--- src/rtl/usbf_ep_arb.sv ---
// Round-robin arbiter granting one endpoint at a time access to the shared
// buffer port, and counting the beats of the transfer it has granted.
module usbf_ep_arb #(
  parameter int IDW = 2,
  parameter int LW  = 10,
  localparam int NEP = 2 ** IDW
) (
  input  logic              clk,
  input  logic              rst_n,
  input  logic [NEP-1:0]    req,
  input  logic [NEP*LW-1:0] len,
  input  logic              abort,
  input  logic              mem_rdy,
  output logic [NEP-1:0]    gnt,
  output logic [IDW-1:0]    gnt_id,
  output logic              busy,
  output logic              mem_vld,
  output logic [LW-1:0]     beat_cnt,
  output logic              done,
  output logic              err
);

  typedef enum logic [1:0] {IDLE, XFER, DONE} state_t;

  state_t         state, state_next;
  logic [IDW-1:0] last_reg;
  logic [IDW-1:0] gnt_id_reg;
  logic [LW-1:0]  remaining_reg;
  logic [LW-1:0]  beat_cnt_reg;
  logic           err_reg;

  logic           found;
  logic [IDW-1:0] winner;
  logic [IDW-1:0] idx;
  logic [LW-1:0]  len_sel;
  logic           beat;
  logic           final_beat;

  // Search starts just after the last winner; k == NEP wraps back to it.
  always_comb begin
    found  = 1'b0;
    winner = last_reg;
    idx    = last_reg;
    for (int k = 1; k <= NEP; k++) begin
      idx = last_reg + IDW'(k);
      if (!found && req[idx]) begin
        found  = 1'b1;
        winner = idx;
      end
    end
  end

  assign len_sel    = len[winner*LW +: LW];
  assign beat       = (state == XFER) && mem_rdy;
  assign final_beat = beat && (remaining_reg == LW'(1));

  always_comb begin
    state_next = state;
    case (state)
      IDLE: if (found) state_next = (len_sel == '0) ? DONE : XFER;
      XFER: if (final_beat || abort) state_next = DONE;
      DONE: state_next = IDLE;
      default: state_next = IDLE;
    endcase
  end

  always_ff @(posedge clk or negedge rst_n) begin
    if (!rst_n) begin
      state         <= IDLE;
      last_reg      <= IDW'(NEP - 1);
      gnt_id_reg    <= '0;
      remaining_reg <= '0;
      beat_cnt_reg  <= '0;
      err_reg       <= 1'b0;
    end else begin
      state <= state_next;
      case (state)
        IDLE: begin
          if (found) begin
            gnt_id_reg    <= winner;
            remaining_reg <= len_sel;
            beat_cnt_reg  <= '0;
            err_reg       <= 1'b0;
          end
        end
        XFER: begin
          if (beat) begin
            remaining_reg <= remaining_reg - LW'(1);
            beat_cnt_reg  <= beat_cnt_reg + LW'(1);
          end
          // A final beat wins over a simultaneous abort.
          if (abort && !final_beat) err_reg <= 1'b1;
        end
        DONE: last_reg <= gnt_id_reg;
        default: ;
      endcase
    end
  end

  always_comb begin
    gnt = '0;
    if (state == XFER) gnt[gnt_id_reg] = 1'b1;
  end

  assign gnt_id   = gnt_id_reg;
  assign busy     = (state == XFER);
  assign mem_vld  = (state == XFER);
  assign beat_cnt = beat_cnt_reg;
  assign done     = (state == DONE);
  assign err      = (state == DONE) && err_reg;

endmodule

--- config.mk ---
export PLATFORM = sky130hd
export DESIGN_NAME = usbf_ep_arb
export DESIGN_NICKNAME = d
export VERILOG_FILES = /design/src/rtl/usbf_ep_arb.sv
export SDC_FILE = /design/constraint.sdc
export NUM_CORES = 1
export LEC_CHECK = 0
export ABC_AREA = 1
export CAP_MARGIN = 20
export CORE_MARGIN = 4
export CORE_UTILIZATION = 51
export DETAILED_ROUTE_END_ITERATION = 8
export HOLD_SLACK_MARGIN = 0.15
export PLACE_DENSITY = 0.86
export SYNTH_ARGS = -nofsm -noshare
export SYNTH_HDL_FRONTEND = slang
export SYNTH_SLANG_ARGS = --single-unit
--- constraint.sdc ---
create_clock -name clk -period 4.25 [get_ports clk]
set_input_delay 0.425 -clock clk [delete_from_list [all_inputs] [get_ports clk]]
set_output_delay 0.425 -clock clk [all_outputs]
set_load 0.1 [all_outputs]
==> results of run 1 <==
worst min-delay path by stage:
stage	slack (ns)	endpoint	from	cells after the start
2_1_floorplan	0.13	beat_cnt[0]	rst_n	0
3_3_place_gp	0.50	remaining_reg[7]	remaining_reg[7]	2
3_5_place_dp	0.52	remaining_reg[7]	remaining_reg[7]	2
4_1_cts	0.52	beat_cnt[2]	rst_n	2
5_1_grt	0.53	beat_cnt[7]	rst_n	2
6_report	0.51	beat_cnt[5]	rst_n	2
per-layer routing:
metal  share of wire  vias up  routed length, microns  GRT usage
met5               0        -                       0          0
met4           0.016        0                      92    0.03953
met3           0.069       12                     400    0.05474
met2            0.50       90                    2854     0.3815
met1            0.42     1124                    2408     0.2604
li1                -     1261                       -          -
worst max-delay path, cell delays in order, from the launching register on:
cell	delay [ns]
dfstp_2	0.68
inv_2	0.16
nand2_1	0.08
nand3_1	0.06
nand2_1	0.14
nand4_1	0.15
nand2_1	0.25
inv_2	0.10
nor2_2	0.67
clkinv_1	0.51
o21ai_0	0.19
o22ai_1	0.11
per-stage QoR:
stage	cells	setup WS, ns	hold slack, ns
after floorplan	352	0.6035	0.1294
after global placement	459	1.141	0.5024
after detailed placement	459	1.047	0.5198
after CTS	463	1.100	0.5214
after global routing	463	0.7451	0.5307
final	463	1.027	0.5063
kinds of logic (layout without fill, tap and decap cells):
kind of cell	count (synthesis)	in the layout	synth area share
XOR/XNOR	10	10	0.03863
AO/OA/AOI/OAI	50	50	0.1192
buffers and inverters	53	114	0.1087
adder cells (fa/ha/maj)	3	3	0.01656
AND/OR/NAND/NOR	209	209	0.4178
flip-flops	27	27	0.2991
power breakdown:
part           internal, mW  leakage [nW]  switching, mW
registers             0.360         0.335          0.103
clock network        0.0666        0.0217         0.0815
logic                 0.538          1.02           1.30
layout by cell type (no fill, tap or decap), types with 10 or more instances in the layout:
master,count
dfrtp_1,25
nand2_1,112
nand3_1,35
o21ai_0,14
nand2_2,10
a21oi_1,21
nor2_1,20
nor3_1,13
inv_1,36
clkdlybuf4s50_1,63
layout make-up:
| type | instances | area, sq um |
|---|---|---|
| Timing Repair Buffer | 69 | 675.6 |
| Sequential cell | 27 | 678.2 |
| Inverter | 41 | 156.4 |
| Multi-Input combinational cell | 272 | 1343 |
| Clock inverter | 1 | 7.507 |
| Tap cell | 50 | 62.56 |
| Fill cell | 362 | 1180 |
| Clock buffer | 3 | 41.29 |
==> results.cfg, run 1 <==
[floorplan]
core_area_sq_mm = 0.004144
die_y_microns = 74.68
dieArea_sq_mm = 0.005576
initial_core_util = 0.5471
die_w_microns = 74.68
ios = 68
rows = 23

[cells_and_area]
nets = 465
antenna_cells = 0
drive_above_1_share = 0.08475
fin_util = 0.7153
stdcell_area_sq_mm = 0.002964
area_growth_pct = 30.74

[yosys]
synth_cells = 352
synth.avg_cell_area_sq_um = 6.441
syn-num-nets = 403
synth_ff_type = dfrtp_1
synth_seq_area_share = 0.2991
synth.cell_area_sq_mm = 0.002267
async_flop_share = 1.000
synth_area_leaders = dfrtp_1 (28%), nand2_1 (19%), nand3_1 (7.7%)
synth_common_cells = nand2_1 (112), inv_1 (36), nand3_1 (35)
synth_edf_count = 0
yosys_register_bits = 27
yosysUniqueCellTypes = 35
synth_top_cell_area_share = 0.2759
yosys.area.top_type = dfrtp_1
synth_warnings = 0
synth.most_common_cell = nand2_1

[sta]
min_period_ns = 3.223
clock.fmax_mhz = 310.3
hold_viol_final = 0
fin_skew_ns = 0.002516
tightest_slew_ns = 0.9748
max_slew_margin = 0.3481
fin_crit_sh = 0.7583
fin_setup_tns_ns = 0
rsz0062_at_grt = false
maxSlewViolCount = 0
setup_viol = 0

[pwr]
power_mw = 2.452
vdd_ir_drop_max_v = 0.0004799
p_leak_nw = 1.377
power_density_mw_per_mm2 = 827.2

[routing]
dr.pass1.iters = 5
drtAntennaViolNets = 0
drt_wl_total_microns = 5756
drc_errors = 0
wire_per_inst_microns = 12.43
num_vias = 2487
viasPerCell = 5.371
drt_iter0_drc = 204

[cts]
h-tree-depth = 1
clkSlewWorstSetupHoldPaths_ns = 0.09
cts_buffers = 3
cts_root_buf = clkbuf_8
hold_buffers = 0
clk_path_buf_depth = 2
insertion_delay_ns = 0.27
cts_resized = 0
tritoncts = yes
post-cts-setup-buffers = 0
numClockSinks = 27

[worst_setup_path]
cp-start-kind = flop
r2r-end = remaining_reg[4]
regToRegSetupSlack_ns = 1.03
crit_fanout = 23
startpoint = last_reg[0]
worst-setup-path-type = flop to flop
crit_required_ns = 4.41
endpoint_kind = flop
r2r_start = last_reg[0]
crit_path_end = remaining_reg[4]
rr_worst_depth = 11
arrival_ns = 3.38

[grt]
grt_antenna_before_repair = 0
grt_remaining_overflow = 0
grt_start_max_net_pins = 28
grt_pass1_vias = 2191
grt_usage = 0.2131
grt_pass1_wl_microns = 9494

[placed_design]
gp_congestion = 0.8651
dp_hpwl_microns = 4540
placed_area_sq_mm = 0.002915
io_buffer_count = 67

[flow_run]
cap_violations = 0

[run_status]
status = complete, no violations

[min_path]
hold_class = input pin to asynchronous set/reset pin
(Power assumes the default switching activity.)
==> run 2, diff against run 1 <==
- CORE_UTILIZATION: 51 -> 43
- PLACE_DENSITY: 0.86 -> 0.77
- clock period: 4.25 -> 2.73 ns (I/O delays scaled with it)
==> run 2 against run 1 <==
Worst setup slack worse by 0.74 ns. Register-to-register slack worse by 0.74 ns. Non-clock buffer count increased by 6. Clock power rose by 53%. Via count is 1.6% lower.
==> results.cfg, run 2 (synthesis results as in run 1) <==
[cts]
cts_root_buf = clkbuf_8
insertion_delay_ns = 0.27
h-tree-depth = 1
cts_buffers = 3
numClockSinks = 27
tritoncts = yes
clk_path_buf_depth = 2
clkSlewWorstSetupHoldPaths_ns = 0.09

[placed_design]
dp_hpwl_microns = 4676
io_buffer_count = 67
gp_congestion = 0.9314
placed_area_sq_mm = 0.003025
pre_cts_slack_ns = 0.2218

[grt]
grt_start_max_net_pins = 28
grt_pass1_vias = 2330
grt_pass1_wl_microns = 9666
grt_antenna_before_repair = 0
grt_usage = 0.1838
grt_remaining_overflow = 0

[cells_and_area]
nets = 471
stdcell_area_sq_mm = 0.003077
n_fill_cell = 492
layout_common_cells = nand2_1 (112), clkdlybuf4s50_1 (47), inv_1 (36), nand3_1 (35), dfrtp_1 (25)
drive_above_1_share = 0.1384
area_growth_pct = 35.71
antenna_cells = 0
fin_util = 0.6024
mostFrequentLayoutCell = nand2_1

[routing]
drc_errors = 0
drt_wl_total_microns = 5831
wire_per_inst_microns = 11.92
dr.pass1.iters = 4
viasPerCell = 5.002
drtAntennaViolNets = 0
num_vias = 2446
drt_iter0_drc = 123

[floorplan]
initial_core_util = 0.4439
dieArea_sq_mm = 0.006498
die_w_microns = 80.61
die_y_microns = 80.61
ios = 68
rows = 26
core_area_sq_mm = 0.005107

[sta]
min_period_ns = 2.446
fin_setup_tns_ns = 0
max_slew_margin = 0.7642
fin_crit_sh = 0.8961
fin_skew_ns = 0.006976
setup_viol = 0
clock.fmax_mhz = 408.8
maxSlewViolCount = 0
tightest_slew_ns = 0.3504
finalWorstSetupSlack_ns = 0.2837
hold_viol_final = 0

[worst_setup_path]
startpoint = last_reg[0]
cp-start-kind = flop
worst-setup-path-type = flop to flop
rr_worst_depth = 17
crit_required_ns = 2.90
arrival_ns = 2.62
endpoint_kind = flop
crit_path_end = state[0]
regToRegSetupSlack_ns = 0.28
crit_fanout = 13
r2r-end = state[0]
r2r_start = last_reg[0]

[flow_run]
cap_violations = 0

[run_status]
status = complete, no violations

[pwr]
power_mw = 3.997
power_density_mw_per_mm2 = 1299
p_leak_nw = 1.459
vdd_ir_drop_max_v = 0.0007796

[min_path]
hold_class = input pin to asynchronous set/reset pin
run 2: repair_timing:
action,4_1_cts,5_1_grt
gates resized for setup,0,1
setup buffers,0,0
hold buffers,0,0
endpoints found under the setup margin,0,2
run 2: power breakdown:
part,total [mW],switching [mW],internal [mW]
Clock,0.226,0.124,0.102
Combinational,3.05,2.07,0.982
Sequential,0.723,0.162,0.560
run 2: worst min path at each step:
stage                                   to  slack (ns)  cells after the start
final                          beat_cnt[6]        0.36                      2
after global routing           beat_cnt[6]        0.39                      2
after CTS                      beat_cnt[6]        0.36                      2
after detailed placement  remaining_reg[7]        0.50                      2
after global placement    remaining_reg[7]        0.49                      2
after floorplan                beat_cnt[0]       -0.02                      0
run 2: per-layer routing:
metal	global-route usage	vias to the layer above	wire (microns)
met5	0	-	0
met4	0.05068	0	116
met3	0.02578	10	386
met2	0.3344	74	2878
met1	0.2238	1088	2448
li1	-	1274	-
run 2: metrics by stage:
stage | hold slack (ns) | std cells
floorplan | -0.02259 | 352
global placement | 0.4930 | 485
detailed placement | 0.5009 | 485
CTS | 0.3642 | 489
global route | 0.3920 | 489
finish | 0.3590 | 489
run 2: worst max-delay path, cell delays in order, from the launching register on:
cell	delay, ns
dfstp_2	0.68
inv_2	0.16
nand2_1	0.08
nand2_1	0.10
nand2_2	0.10
nand2_2	0.08
inv_1	0.11
nand3_1	0.12
nand3_2	0.11
nand2_4	0.10
inv_4	0.14
nand2_1	0.08
nand2_1	0.10
nand2_1	0.07
nor2_2	0.11
nand3_2	0.09
nand2_1	0.06
nand2_1	0.04
run 2: area by class of cell:
class / count / area [sq um] / area share
Clock buffer: 3 / 41.29 / 0.01342
Clock inverter: 1 / 5.005 / 0.001627
Inverter: 41 / 156.4 / 0.05083
Multi-Input combinational cell: 272 / 1353 / 0.4396
Sequential cell: 27 / 678.2 / 0.2204
Tap cell: 70 / 87.58 / 0.02847
Timing Repair Buffer: 75 / 755.7 / 0.2456
==> run 3, diff against run 2 <==
- ABC_AREA: 1 -> unset
- CORE_UTILIZATION: 43 -> 41
==> run 3 against run 2 <==
Worst setup slack worse by 0.12 ns. Sequential power up 0.8%. Final area down 8.8%. Area after synthesis down 15%. Cell count down 23%. Fmax down 4.5%. Sequential share of layout area up 2.1 points. Non-clock buffer count up 7. Routed wire length down 2.3%. Die area down 9.6%. Combinational power down 31%. Critical path type unchanged.
==> results.cfg, run 3 <==
[run_status]
status = complete, no violations

[floorplan]
die_y_microns = 76.64
core_area_sq_mm = 0.004444
initial_core_util = 0.4347
rows = 24
dieArea_sq_mm = 0.005874
ios = 68
die_w_microns = 76.64

[worst_setup_path]
arrival_ns = 2.74
cp-start-kind = flop
cpPeakStageDelay_ns = 0.62
worst-setup-path-type = flop to flop
startpoint = last_reg[1]
r2r-end = state[1]
path_cells = mux2i_2, o2bb2ai_2, nor2_1, nor3_1, o32ai_1, nor4b_4, a22o_1
crit_fanout = 9
crit_slowest_cell = dfstp_2
regToRegSetupSlack_ns = 0.17
crit_path_end = state[1]
critical_path.top_delay_family = compound AO/OA/AOI/OAI gates
r2r_start = last_reg[1]
crit_buf_inv = 0
crit_required_ns = 2.91
worstSetupPathDepth = 7
endpoint_kind = flop
rr_worst_depth = 7

[grt]
grt_usage = 0.1887
grt_pass1_wl_microns = 9328
grt_pass1_vias = 2119
grt_remaining_overflow = 0
grt_antenna_before_repair = 0
grt_start_max_net_pins = 17

[sta]
min_period_ns = 2.562
fin_skew_ns = 0.005354
rsz0062_at_grt = false
hold_viol_final = 0
maxSlewViolCount = 0
setup_viol = 0
max_slew_margin = 0.5900
tightest_slew_ns = 0.6128
clock.fmax_mhz = 390.3
finalHoldWorstSlack_ns = 0.3250
finalWorstSetupSlack_ns = 0.1678
fin_crit_sh = 0.9385

[yosys]
synth_common_cells = nand2_1 (32), nor2_1 (28), o21ai_0 (28)
synth_top_cell_area_share = 0.3238
synth_cells = 251
syn-num-nets = 302
synth_ff_type = dfrtp_1
synth.avg_cell_area_sq_um = 7.697
synth_edf_count = 0
yosysUniqueCellTypes = 42
yosys_register_bits = 27
synth_warnings = 0
synth_area_leaders = dfrtp_1 (32%), o21ai_0 (7.3%), nand2_1 (6.2%)
yosys.area.top_type = dfrtp_1
async_flop_share = 1.000
synth_seq_area_share = 0.3510
synth.cell_area_sq_mm = 0.001932
synth.most_common_cell = nand2_1

[cells_and_area]
nets = 375
area_growth_pct = 45.21
final_cells = 375
drive_above_1_share = 0.1579
mostFrequentLayoutCell = clkdlybuf4s50_1
layout_common_cells = clkdlybuf4s50_1 (47), nand2_1 (32), buf_4 (30), o21ai_0 (28), nor2_1 (26)
fin_util = 0.6312
antenna_cells = 0

[pwr]
power_density_mw_per_mm2 = 1093
intPower_mw = 1.410
clock_power_share = 0.079
p_seq_frac = 0.238
sw_frac_of_total = 0.5400
p_leak_nw = 1.169
vdd_ir_drop_max_v = 0.0006965
combPwrFrac = 0.683
p_switching_mw = 1.656

[placed_design]
io_buffer_count = 67
dp_cells = 370
gp_congestion = 0.8334
pre_cts_slack_ns = -0.1291
dp_hpwl_microns = 4429

[cts]
clkSlewWorstSetupHoldPaths_ns = 0.10
hold_buffers = 0
h-tree-depth = 1
tritoncts = yes
numClockSinks = 27
post-cts-setup-buffers = 0
cts_root_buf = clkbuf_8
insertion_delay_ns = 0.28
clk_path_buf_depth = 2
cts_buffers = 3

[min_path]
hold_class = input pin to asynchronous set/reset pin

[routing]
num_vias = 2203
viasPerCell = 5.875
wire_per_inst_microns = 15.19
drt_wl_total_microns = 5696
drtAntennaViolNets = 0
drc_errors = 0
dr.pass1.iters = 4
drt_iter0_drc = 107

[flow_run]
cap_violations = 0
## run 3: logic make-up (layout without fill, tap and decap cells)
family                   after synthesis  count (layout)  synth area share
adder cells (fa/ha/maj)                3               3           0.01943
buffers and inverters                 19              90           0.04728
multiplexers                           3               3           0.01684
AND/OR/NAND/NOR                      118             118            0.2915
XOR/XNOR                               8               8           0.03627
AO/OA/AOI/OAI                         73              74            0.2377
flip-flops                            27              27            0.3510
## run 3: metrics by stage
stage | total power, mW | instance area, sq um | TNS [ns]
after floorplan | 2.173 | 1946 | 0
after global placement | 2.755 | 2729 | 0
after detailed placement | 2.786 | 2729 | -0.2305
after CTS | 3.030 | 2778 | 0
after global routing | 3.292 | 2805 | 0
final | 3.066 | 2805 | 0
## run 3: worst register-to-register path, stage by stage, from the launching register on
cell and delay [ns]:
dfstp_2 0.62, mux2i_2 0.27, o2bb2ai_2 0.16, nor2_1 0.52
nor3_1 0.09, o32ai_1 0.50, nor4b_4 0.10, a22o_1 0.19
## run 3: worst min path at each step
stage                             to  startpoint  cells past startpoint  slack [ns]
floorplan                beat_cnt[0]       rst_n                      0       -0.02
global placement             err_reg     err_reg                      1        0.49
detailed placement           err_reg     err_reg                      1        0.49
CTS                      beat_cnt[9]       rst_n                      1        0.34
global route             beat_cnt[9]       rst_n                      1        0.37
finish              remaining_reg[0]       rst_n                      1        0.32
## run 3: area by class of cell
class                           count  area, sq um
Fill cell                         406         1639
Multi-Input combinational cell    206         1202
Clock buffer                        3        41.29
Tap cell                           52        65.06
Inverter                            4        15.01
Timing Repair Buffer               82        795.8
Clock inverter                      1        7.507
Sequential cell                    27        678.2
## run 3: routing by layer
layer | vias to the layer above | GRT usage | part of all wire
li1 | 1071 | - | -
met1 | 1062 | 0.2351 | 0.44
met2 | 62 | 0.3497 | 0.51
met3 | 8 | 0.02955 | 0.044
met4 | 0 | 0.02355 | 0.0077
met5 | - | 0 | 0
## run 3: what timing repair did
| item | in CTS | in global routing |
|---|---|---|
| endpoints found under the setup margin | 0 | 2 |
| hold endpoints to repair | 0 | 0 |
| resized for setup | 0 | 3 |
## run 3: power by group through the flow
stage,Combinational [mW],Sequential [mW],Clock [mW]
global placement,2.03,0.724,0
floorplan,1.31,0.868,0
detailed placement,2.06,0.730,0
global route,2.28,0.759,0.258
finish,2.09,0.729,0.243
CTS,2.06,0.724,0.246
